===== src/rtl/pc_select_reg.sv =====
`default_nettype none
// ============================================================================
// Module   : pc_select_reg
// Purpose  : NUM_SRC:1 next-PC source select feeding a PC register with
//            unconditional and branch-conditional write strobes.
//            Optional macro PC_ALIGN_CHECK_EN enables the two-cycle
//            misaligned-target trap (EPC save + fixed vector redirect).
// Revision : 1.0 - initial release
// ============================================================================
module pc_select_reg #(
  parameter int               WIDTH       = 32,
  parameter int               NUM_SRC     = 4,
  parameter int               SEL_W       = $clog2(NUM_SRC),
  parameter logic [WIDTH-1:0] RESET_PC    = '0,
  parameter logic [WIDTH-1:0] TRAP_VECTOR = WIDTH'(32'h0000_00FC)
) (
  input  logic                     clk,
  input  logic                     reset,
  input  logic [SEL_W-1:0]         selector,
  input  logic [NUM_SRC*WIDTH-1:0] data_in,
  input  logic                     pc_write,
  input  logic                     pc_write_cond,
  input  logic                     cond,
  output logic [WIDTH-1:0]         pc_out,
  output logic [WIDTH-1:0]         next_pc,
  output logic [WIDTH-1:0]         epc_out,
  output logic [WIDTH-1:0]         bad_addr,
  output logic                     trap,
  output logic                     busy
);

  logic [WIDTH-1:0] raw_pc;
  logic             we;
  logic [WIDTH-1:0] pc_d, pc_q;

  // Out-of-range selector values match no source and fall back to source 0.
  always_comb begin
    raw_pc = data_in[0 +: WIDTH];
    for (int k = 1; k < NUM_SRC; k++) begin
      if (selector == SEL_W'(k)) raw_pc = data_in[k*WIDTH +: WIDTH];
    end
  end

  assign we     = pc_write | (pc_write_cond & cond);
  assign pc_out = pc_q;

`ifdef PC_ALIGN_CHECK_EN
  localparam logic [0:0] RUN  = 1'b0;
  localparam logic [0:0] TRAP = 1'b1;

  logic [0:0]       state_d, state_q;
  logic [WIDTH-1:0] epc_d, epc_q;
  logic [WIDTH-1:0] bad_addr_d, bad_addr_q;
  logic             trap_d, trap_q;
  logic             misaligned;

  assign next_pc    = raw_pc;
  assign misaligned = |next_pc[1:0];

  always_comb begin
    state_d    = state_q;
    pc_d       = pc_q;
    epc_d      = epc_q;
    bad_addr_d = bad_addr_q;
    trap_d     = 1'b0;
    case (state_q)
      RUN: begin
        if (we) begin
          if (misaligned) begin
            epc_d      = pc_q;
            bad_addr_d = next_pc;
            state_d    = TRAP;
          end else begin
            pc_d = next_pc;
          end
        end
      end
      TRAP: begin
        // Write strobes are deliberately ignored while redirecting.
        pc_d    = TRAP_VECTOR;
        trap_d  = 1'b1;
        state_d = RUN;
      end
      default: state_d = RUN;
    endcase
  end

  always_ff @(posedge clk) begin
    if (!reset) begin
      state_q    <= RUN;
      pc_q       <= RESET_PC;
      epc_q      <= '0;
      bad_addr_q <= '0;
      trap_q     <= 1'b0;
    end else begin
      state_q    <= state_d;
      pc_q       <= pc_d;
      epc_q      <= epc_d;
      bad_addr_q <= bad_addr_d;
      trap_q     <= trap_d;
    end
  end

  assign epc_out  = epc_q;
  assign bad_addr = bad_addr_q;
  assign trap     = trap_q;
  assign busy     = (state_q == TRAP);
`else
  // Without the alignment check the low two target bits are simply cleared.
  assign next_pc = raw_pc & ~WIDTH'(3);

  always_comb begin
    pc_d = pc_q;
    if (we) pc_d = next_pc;
  end

  always_ff @(posedge clk) begin
    if (!reset) pc_q <= RESET_PC;
    else        pc_q <= pc_d;
  end

  assign epc_out  = '0;
  assign bad_addr = '0;
  assign trap     = 1'b0;
  assign busy     = 1'b0;
`endif

endmodule
`default_nettype wire


===== config.mk =====
export PLATFORM = sky130hd
export DESIGN_NAME = pc_select_reg
export DESIGN_NICKNAME = d
export VERILOG_FILES = /design/src/rtl/pc_select_reg.sv
export SDC_FILE = /design/constraint.sdc
export NUM_CORES = 1
export LEC_CHECK = 0
export BUFFER_PORTS_ARGS = -buffer_cell sky130_fd_sc_hd__buf_2
export CORE_AREA = 2 2 102 104
export DETAILED_ROUTE_END_ITERATION = 10
export DIE_AREA = 0 0 104 106
export GPL_TIMING_DRIVEN = 0
export PLACE_DENSITY = 0.7
export RECOVER_POWER = 25
export SYNTH_ARGS = -nofsm -noshare
export SYNTH_HDL_FRONTEND = slang
export SYNTH_SLANG_ARGS = --single-unit

===== constraint.sdc =====
create_clock -name clk -period 1.7 [get_ports clk]
set_input_delay 0.51 -clock clk [delete_from_list [all_inputs] [get_ports clk]]
set_output_delay 0.51 -clock clk [all_outputs]
set_load 0.01 [all_outputs]

# --- After elaboration in Yosys (flattened, before gate mapping) ---
# Cells that the tools add are included.
totals:
  input_bits: 135
  output_inout_bits: 130
  register_bits: 30
classes:
  eq_ne: 3
  muxes: 3
  bitwise_logic: 2
ops:
  columns: ["cell", "n"]
  rows:
  - ["$mux 32", 3]
  - ["$eq 2x2->1 const B", 2]
  - ["$eq 2x1->1 const B", 1]
  - ["$and 1x1->1", 1]
  - ["$or 1x1->1", 1]

# --- Longest topological paths before layout ---
# Gate-level depths: netlist of run 1.
depth:
  word_depth: 4
  mapped_depth: 4
  depth_no_buf: 3

# --- Worst setup path after synthesis of run 1 ---
# No wires, ideal clock.
synth_timing:
  kind: "input -> output"
  from: "input selector[1]"
  to: "output next_pc[10]"
  path_slack_ns: -0.035
  stages: 2
  arrival_ns: 1.225
  cell_sequence: "clkbuf_1 mux4_2"
synth_via:
  elab_chain_len: 4
synth_lines:
  columns: ["element", "line_no", "text"]
  rows:
  - ["start, declared", "19", "input logic [SEL_W-1:0] selector,"]
  - ["$eq 2x1->1", "40", "if (selector == SEL_W'(k)) raw_pc = data_in[k*WIDTH +: WIDTH];"]
  - ["$mux 32 (2 in a row)", "40", null]
  - ["$mux 32 *", "40", null]
  - ["end, declared", "25", "output logic [WIDTH-1:0] next_pc,"]
# Every way passes the cells marked *; elsewhere a longest branch is shown, timed or not.

# --- Final worst setup path of run 1 ---
layout_timing:
  from: "input selector[0]"
  to: "output next_pc[13]"
# Same word-level chain as after synthesis.

==> summary.md, run 1 <==
The flow ran to the end, but the final reports show violations. The final reports fail on negative setup slack. The H-tree generated during clock tree synthesis spans 2 levels. In this run the remaining antenna-violating nets after routing total 0. Tracing the worst setup path back leads to its startpoint at selector[0]. The logs give 0 for the number of endpoints with negative hold slack in the final report and 21.5% for the starting utilization of the core area. The tools report the first-pass GRT wire length as 12400 µm. The tools report the initial antenna violation count as 0. The tools report the max-cap violation count as 0. The mean post-synth cell area is 12.2 µm², and the peak supply drop is 0.239 mV. The logs give 27.9% for the sequential share of the synthesized area and 30 for the number of clock sinks. The worst setup path is launched from an input pin. The share of cells above drive strength 1 was 65.3%; the post-route non-filler standard cell count was 585. After detailed routing, the average wire length per cell comes to 14.4 µm. The floorplan step defined a die boundary enclosing 11000 µm². For the number of design-rule violations left by the first detailed-router iteration, the log shows 72. Hold timing on the final database bottoms out at a slack of 473 ps. The placed instances occupy a cell area of 3520 µm². Data arrives at the worst endpoint at 1310 ps. Following the worst setup path forward leads to its endpoint at next_pc[13].

The count of buffers from port buffering works out to 184. TritonCTS built the clock tree. Yosys printed 0 warnings.

Clock buffer count from CTS: 5. Type of the worst min-delay path: reg2reg. The critical path is of the in2out type. 0 antenna diodes ended up in the layout. The via count of the first global-routing pass was 2401. The flip-flop count of the largest register, all copies and words added is 30.

The logs give 14.5% for the combined global-route utilization of all metal layers and 1220 µm² for the area used by multi-input combinational logic. Row generation in the floorplan step produced 37 rows. The logs give 1080 ps for the slack of the worst reg-to-reg path and 265 for the number of top-level pins. Entering global routing, the biggest net connects 11 pins.

The highest fanout seen on the critical path is 6, and the post-synthesis instance area is 2150 µm². At the end of the flow, the number of nets in the layout was 584. The tools report the leakage power figure as 2.08 nW. Setup violations remaining at the end of the flow were counted as 30. The area growth from synthesis to layout was 81.9%; the overall die height was 106 µm. The final critical-path required period was 1820 ps. Die width: 104 µm. Derived from the worst setup path, the maximum achievable clock frequency is 550 MHz.

Setup repair after global routing could not meet its margin everywhere. Setup total negative slack on the finished layout was measured at -2890 ps. Synthesis produced a netlist whose cell count is 176.

The clock insertion delay at the later pin of the skew report was 270 ps; the total half-perimeter wirelength after legalization and detailed placement was 6660 µm. Between clock sinks in the finished design, the worst skew comes to 0 ps. The total overflow left after global routing is 0.

The area of the placeable core was 10000 µm². Number of flip-flops and latches in the synthesized netlist: 30. The routed wire length is 8400 µm. The tree is rooted in a sky130_fd_sc_hd__clkbuf_8.

The total count of max-transition violations in the final report came out at 0. Dividing the detail-routed via count by the number of cells gives 3.90. At the pin with the least slew margin, the transition time is 594 ps. The final critical path takes up 107% of the cycle. For the number of distinct library cells after synthesis, the log shows 10. The congestion estimate from routability-driven global placement came to 0.795. The number of fill cells was 1025; the clock-pin transition on the worst setup and hold timing paths was 60 ps.

Largest buffer count on any clock path: 2. Headroom to the max-slew limit came out at 60.4%. The worst path required time came out at 1190 ps. For this design the ratio of total power to cell area is 596 nW/µm². The first detailed-routing pass took 4 iterations. The tools report the area taken by flip-flops and latches as 601 µm². The startpoint of the worst register-to-register path was pc_out[2]$_SDFFE_PN0P_.

Worst reg-to-reg path cell count: 1. For the number of placed instances with taps included, the log shows 565. After detailed routing, the number of remaining DRC violations is 0. The finished cells cover 3920 µm². STA classifies the critical path endpoint as a primary output. The smallest setup slack after layout was -119 ps. For this block, the via count after detailed routing is 2283.

The capture point of the worst reg-to-reg path was pc_out[2]$_SDFFE_PN0P_.
[layer usage]
| layer | up-vias | GRT usage, % | share of wire (%) |
|---|---|---|---|
| li1 | 1073 | - | - |
| met1 | 1066 | 15.6 | 36 |
| met2 | 129 | 27.9 | 55 |
| met3 | 15 | 2.76 | 6.7 |
| met4 | 0 | 5.31 | 2.3 |
| met5 | - | 0 | 0 |
[power breakdown]
group          leakage, nW  switching, mW  total (mW)  internal [mW]
sequential           0.248         0.0326       0.798          0.765
combinational         1.79          0.409       0.989          0.581
clock               0.0383          0.265       0.546          0.282
[timing repair]
action / in CTS / in global routing
gates resized for setup: 29 / 6
cloned: 3 / 0
setup endpoints to repair: 30 / 30
setup buffers: 7 / 3
hold buffers: 0 / 0
pin swaps: 0 / 0
[through the flow]
step                      util, %  total power, mW  worst slack [ps]
after detailed placement     35.2             1.65              -210
final                        39.2             2.33              -119
after CTS                    38.8             2.35              -139
after global routing         39.2             2.48              -143
after floorplan                 -             1.33              1.05
after global placement       35.2             1.64              -211
[worst max-delay path: stages]
cell	delay, ps
sky130_fd_sc_hd__buf_12	100
sky130_fd_sc_hd__mux4_2	540
sky130_fd_sc_hd__buf_6	150
[synth_stat cells]
cell type	n	area, µm²
sky130_fd_sc_hd__buf_4	70	526
sky130_fd_sc_hd__a22o_1	30	263
sky130_fd_sc_hd__dfxtp_1	30	601
sky130_fd_sc_hd__mux4_2	30	676
sky130_fd_sc_hd__clkbuf_1	9	33.8
sky130_fd_sc_hd__buf_6	3	33.8
sky130_fd_sc_hd__a21oi_1	1	5.00
sky130_fd_sc_hd__and2_1	1	6.26
sky130_fd_sc_hd__conb_1	1	3.75
sky130_fd_sc_hd__nor2b_1	1	6.26
[placed cells by master, fill, tap and decap left out]
master	count
sky130_fd_sc_hd__dfxtp_1	30
sky130_fd_sc_hd__a22o_1	30
sky130_fd_sc_hd__buf_16	3
sky130_fd_sc_hd__buf_4	80
sky130_fd_sc_hd__a21oi_1	1
sky130_fd_sc_hd__conb_1	70
sky130_fd_sc_hd__clkbuf_8	5
sky130_fd_sc_hd__buf_2	144
sky130_fd_sc_hd__clkbuf_4	2
sky130_fd_sc_hd__clkbuf_1	23
sky130_fd_sc_hd__nor2b_1	1
sky130_fd_sc_hd__and2_1	1
sky130_fd_sc_hd__buf_12	3
sky130_fd_sc_hd__buf_6	26
sky130_fd_sc_hd__mux4_2	30
[cell type report]
type / instances / area share [%]
buffer: 82 / 16.0
clock buffer: 7 / 1.95
multi-input combinational: 133 / 31.1
sequential: 30 / 15.3
tap: 136 / 4.35
timing repair buffer: 197 / 31.2
[cell families (layout without fill, tap and decap cells)]
logic type / Yosys count / after routing / synth area share (%)
buffers and inverters: 82 / 286 / 27.5
AO/OA/AOI/OAI: 31 / 31 / 12.4
multiplexers: 30 / 30 / 31.4
flip-flops: 30 / 30 / 27.9
AND/OR/NAND/NOR: 2 / 2 / 0.581
other: 1 / 70 / 0.174
[how the worst min path moves through the flow]
stage | start | end | slack, ps | cells past startpoint
floorplan | pc_out[10]$_SDFFE_PN0P_ | pc_out[10]$_SDFFE_PN0P_ | 510 | 1
global placement | pc_out[27]$_SDFFE_PN0P_ | pc_out[27]$_SDFFE_PN0P_ | 450 | 1
detailed placement | pc_out[25]$_SDFFE_PN0P_ | pc_out[25]$_SDFFE_PN0P_ | 450 | 1
CTS | pc_out[25]$_SDFFE_PN0P_ | pc_out[25]$_SDFFE_PN0P_ | 470 | 1
global route | pc_out[18]$_SDFFE_PN0P_ | pc_out[18]$_SDFFE_PN0P_ | 490 | 1
finish | pc_out[8]$_SDFFE_PN0P_ | pc_out[8]$_SDFFE_PN0P_ | 470 | 1
Power figures use the tool's default switching activity.
==> run 2, diff against run 1 <==
--- a/config.mk
+++ b/config.mk
@@ -12,6 +12,7 @@
 export GPL_TIMING_DRIVEN = 0
 export PLACE_DENSITY = 0.7
 export RECOVER_POWER = 25
+export SETUP_SLACK_MARGIN = 0.02
 export SYNTH_ARGS = -nofsm -noshare
 export SYNTH_HDL_FRONTEND = slang
 export SYNTH_SLANG_ARGS = --single-unit
==> run 2 against run 1 <==
  * The flow still finishes with violations (negative setup slack)
  * Maximum frequency about the same
  * Clock power is 12% higher
  * Global-route usage decreased by 1.1 points
  * Via count about the same
  * Critical path type unchanged
  * Utilization rose by 0.34 points
  * Highest routed layer unchanged
  * Total power grew 3.1%
  * Register-to-register slack barely moved
  * Sequential cell count did not move
  * First-iteration DRC count shrank 21%
==> summary.md, run 2 (synthesis gave the netlist of run 1 again) <==
The worst reg-to-reg path cell count is 1 (unchanged), and the clock insertion delay at the later pin of the skew report is 280 ps (about the same). The number of design-rule violations left by the first detailed-router iteration was 57 (-21%); the clock-pin transition on the worst setup and hold timing paths was 70 ps (about the same). The final reports fail on negative setup slack.

The run gives 6250 µm (-6.2%) as the total half-perimeter wirelength after legalization and detailed placement. Leaving out fill and tap cells, the most frequent cells in the layout are sky130_fd_sc_hd__buf_2 (141), sky130_fd_sc_hd__buf_4 (79), sky130_fd_sc_hd__conb_1 (70). The detailed-route wire length per cell was 13.6 µm (-5.3%); the leakage power figure was 2.10 nW (+0.71%). The slack of the worst reg-to-reg path was 1070 ps (about the same); the areal power density over the cells was 609 nW/µm² (+2.2%).

Pin count of the biggest net entering global routing: 11 (unchanged). Die width: 104 µm (unchanged). The remaining max-slew budget at the tightest pin was 62.0% (+1.6 points); the slew of the pin with the lowest slew margin was 570 ps (-23.7 ps). The floorplan row count was 37 (unchanged). The hold path depth was 1 (unchanged).

The kind of start point of the critical path is an input pin. The area of the die is 11000 µm² (unchanged). For the number of fill cells, the log shows 1024 (-0.098%).

The logs give 2 (unchanged) for the largest buffer count on any clock path and 21.5% (unchanged) for the starting utilization of the core area. The tools report the beginning of the worst hold path as pc_out[22]$_SDFFE_PN0P_. The share of cells above drive strength 1 came out at 65.5% (+0.22 points). The number of clock sinks is 30 (unchanged). The overall die height is 106 µm (unchanged).

Via count of the first global-routing pass: 2231 (-7.1%). The most frequent standard cell in the layout excluding fill and tap cells was sky130_fd_sc_hd__buf_2. The count of buffers from port buffering works out to 184 (unchanged).

The worst-case clock skew is 0 ps (unchanged), and the final number of setup-violating endpoints is 30 (unchanged). The post-placement cell area is 3530 µm² (+0.43%). The data arrival time of the critical path is 1310 ps (about the same). The logs give 0.736 (-7.4%) for the weighted congestion at the end of routability-driven global placement and 4 (unchanged) for the first-pass iteration count of the detailed router.

For the first-pass GRT wire length, the log shows 11400 µm (-7.9%). The capture endpoint of the worst hold path was pc_out[22]$_SDFFE_PN0P_. Clock buffer count from CTS: 5 (unchanged). The run gives 0 (unchanged) as the total count of max-transition violations in the final report. The tools report the final antenna diode count as 0 (unchanged). The final standard cell area without fillers was 3950 µm² (+0.86%); the power spent charging and discharging nets was 726 µW (+2.9%).

Cell-internal power: 1.68 mW (+3.2%). The area growth from synthesis to layout is 83.4%. The initial antenna violation count was 0 (unchanged).

The tools report the via count as 2284 (+0.044%). The endpoint identified for the worst register-to-register timing path is pc_out[18]$_SDFFE_PN0P_. The run gives 10000 µm² (unchanged) as the area of the placeable core.

Max-cap violation count: 0 (unchanged). The number of placed instances with taps included was 565 (unchanged). The flow ran to the end, but the final reports show violations. The root buffer cell chosen for the clock tree is sky130_fd_sc_hd__clkbuf_8. The run gives 583 (-0.17%) as the number of nets in the layout.

The routed wire length was 7950 µm (-5.3%); the routed via count divided by cell count was 3.90 (about the same). Clock network fraction of design power: 25.5% (+2.1 points). The flip-flop count of the largest register, all copies and words added is 30 (unchanged), and the sequential cell fraction of total power is 33.2% (-1.0 points). The smallest setup slack after layout came out at -121 ps (-1.53 ps). The worst setup path is captured at a primary output. Highest fanout seen on the critical path: 6 (unchanged). TritonCTS built the clock tree.

In this run the worst hold path is classified as reg2reg. The final critical-path required period is 1820 ps (+1.53 ps), and the combined global-route utilization of all metal layers is 13.4% (-1.1 points). Setup repair after global routing could not meet its margin everywhere. The post-route DRC violation count was 0 (unchanged). The number of top-level pins was 265 (unchanged). The run gives 41.3% (-1.1 points) as the combinational share of power. The tools report the number of endpoints with negative hold slack in the final report as 0 (unchanged). The final hold slack is 475 ps (+1.51 ps), and the peak supply drop is 0.256 mV (+7.1%). Post-route antenna net violation count: 0 (unchanged).

The critical path is of the in2out type. The worst path required time came out at 1190 ps (about the same). The tools report the maximum operating frequency as 549 MHz (about the same). The logs give 0 (unchanged) for the overall overflow remaining after global route and 2 (unchanged) for the depth of the CTS H-tree. The run gives 2.41 mW (+3.1%) as the overall power consumption.

The fraction of power spent switching nets works out to 30.2% (-0.059 points). The startpoint identified for the worst register-to-register timing path is pc_out[18]$_SDFFE_PN0P_. The tools report the post-route non-filler standard cell count as 585 (unchanged). The final clock period utilization by the worst path came out at 107% (about the same).
run 2: cell types whose count changed in the layout (fill, tap and decap cells not counted):
| cell | previous run | this run |
|---|---|---|
| sky130_fd_sc_hd__buf_6 | 26 | 29 |
| sky130_fd_sc_hd__clkinv_2 | 0 | 1 |
| sky130_fd_sc_hd__buf_4 | 80 | 79 |
| sky130_fd_sc_hd__clkbuf_8 | 5 | 6 |
| sky130_fd_sc_hd__buf_16 | 3 | 4 |
| sky130_fd_sc_hd__buf_12 | 3 | 2 |
| sky130_fd_sc_hd__clkbuf_1 | 23 | 22 |
| sky130_fd_sc_hd__buf_2 | 144 | 141 |
run 2: power groups by stage:
| stage | Combinational (mW) | Sequential (mW) | Clock (mW) |
|---|---|---|---|
| 6_report | 0.993 | 0.798 | 0.614 |
| 5_1_grt | 1.06 | 0.804 | 0.669 |
| 4_1_cts | 0.985 | 0.796 | 0.646 |
| 3_5_place_dp | 0.840 | 0.809 | 0 |
| 3_3_place_gp | 0.828 | 0.809 | 0 |
| 2_1_floorplan | 0.491 | 0.839 | 0 |
run 2: through the flow:
stage | util (%) | setup slack (ps) | TNS (ps)
after floorplan | - | 20.9 | 0
after global placement | 35.3 | -169 | -4350
after detailed placement | 35.3 | -177 | -4700
after CTS | 39.5 | -130 | -2950
after global routing | 39.5 | -136 | -3400
final | 39.5 | -121 | -2810
run 2: metal layers:
metal | routed length (µm) | track usage [%]
met5 | 0 | 0
met4 | 127 | 4.34
met3 | 732 | 3.49
met2 | 4140 | 25.2
met1 | 2950 | 14.6
run 2: cell type report:
type                            count  area (µm²)  share of cell area, %
Sequential cell                    30         601                   15.2
Clock inverter                      1        5.00                  0.127
Multi-Input combinational cell    133        1220                   30.9
Tap cell                          136         170                   4.31
Timing Repair Buffer              196        1230                   31.2
Clock buffer                        7        86.3                   2.19
Buffer                             82         636                   16.1
run 2: worst max path at each step:
stage               slack [ps]   startpoint  depth (start not counted)           to
floorplan                   20  selector[0]                          2  next_pc[10]
global placement          -170  selector[1]                          3  next_pc[20]
detailed placement        -180  selector[1]                          3  next_pc[21]
CTS                       -130  selector[0]                          3  next_pc[21]
global route              -140  selector[0]                          3  next_pc[21]
finish                    -120  selector[0]                          3  next_pc[21]
run 2: what timing repair did:
action                                  in CTS  in global routing
gates cloned                                 3                  0
endpoints found under the setup margin      30                 30
resized for setup                           36                  1
setup buffers                                6                  3
hold buffers                                 0                  0
run 2: worst max-delay path: stages:
cell                     delay (ps)
sky130_fd_sc_hd__buf_16         100
sky130_fd_sc_hd__mux4_2         540
sky130_fd_sc_hd__buf_6          150
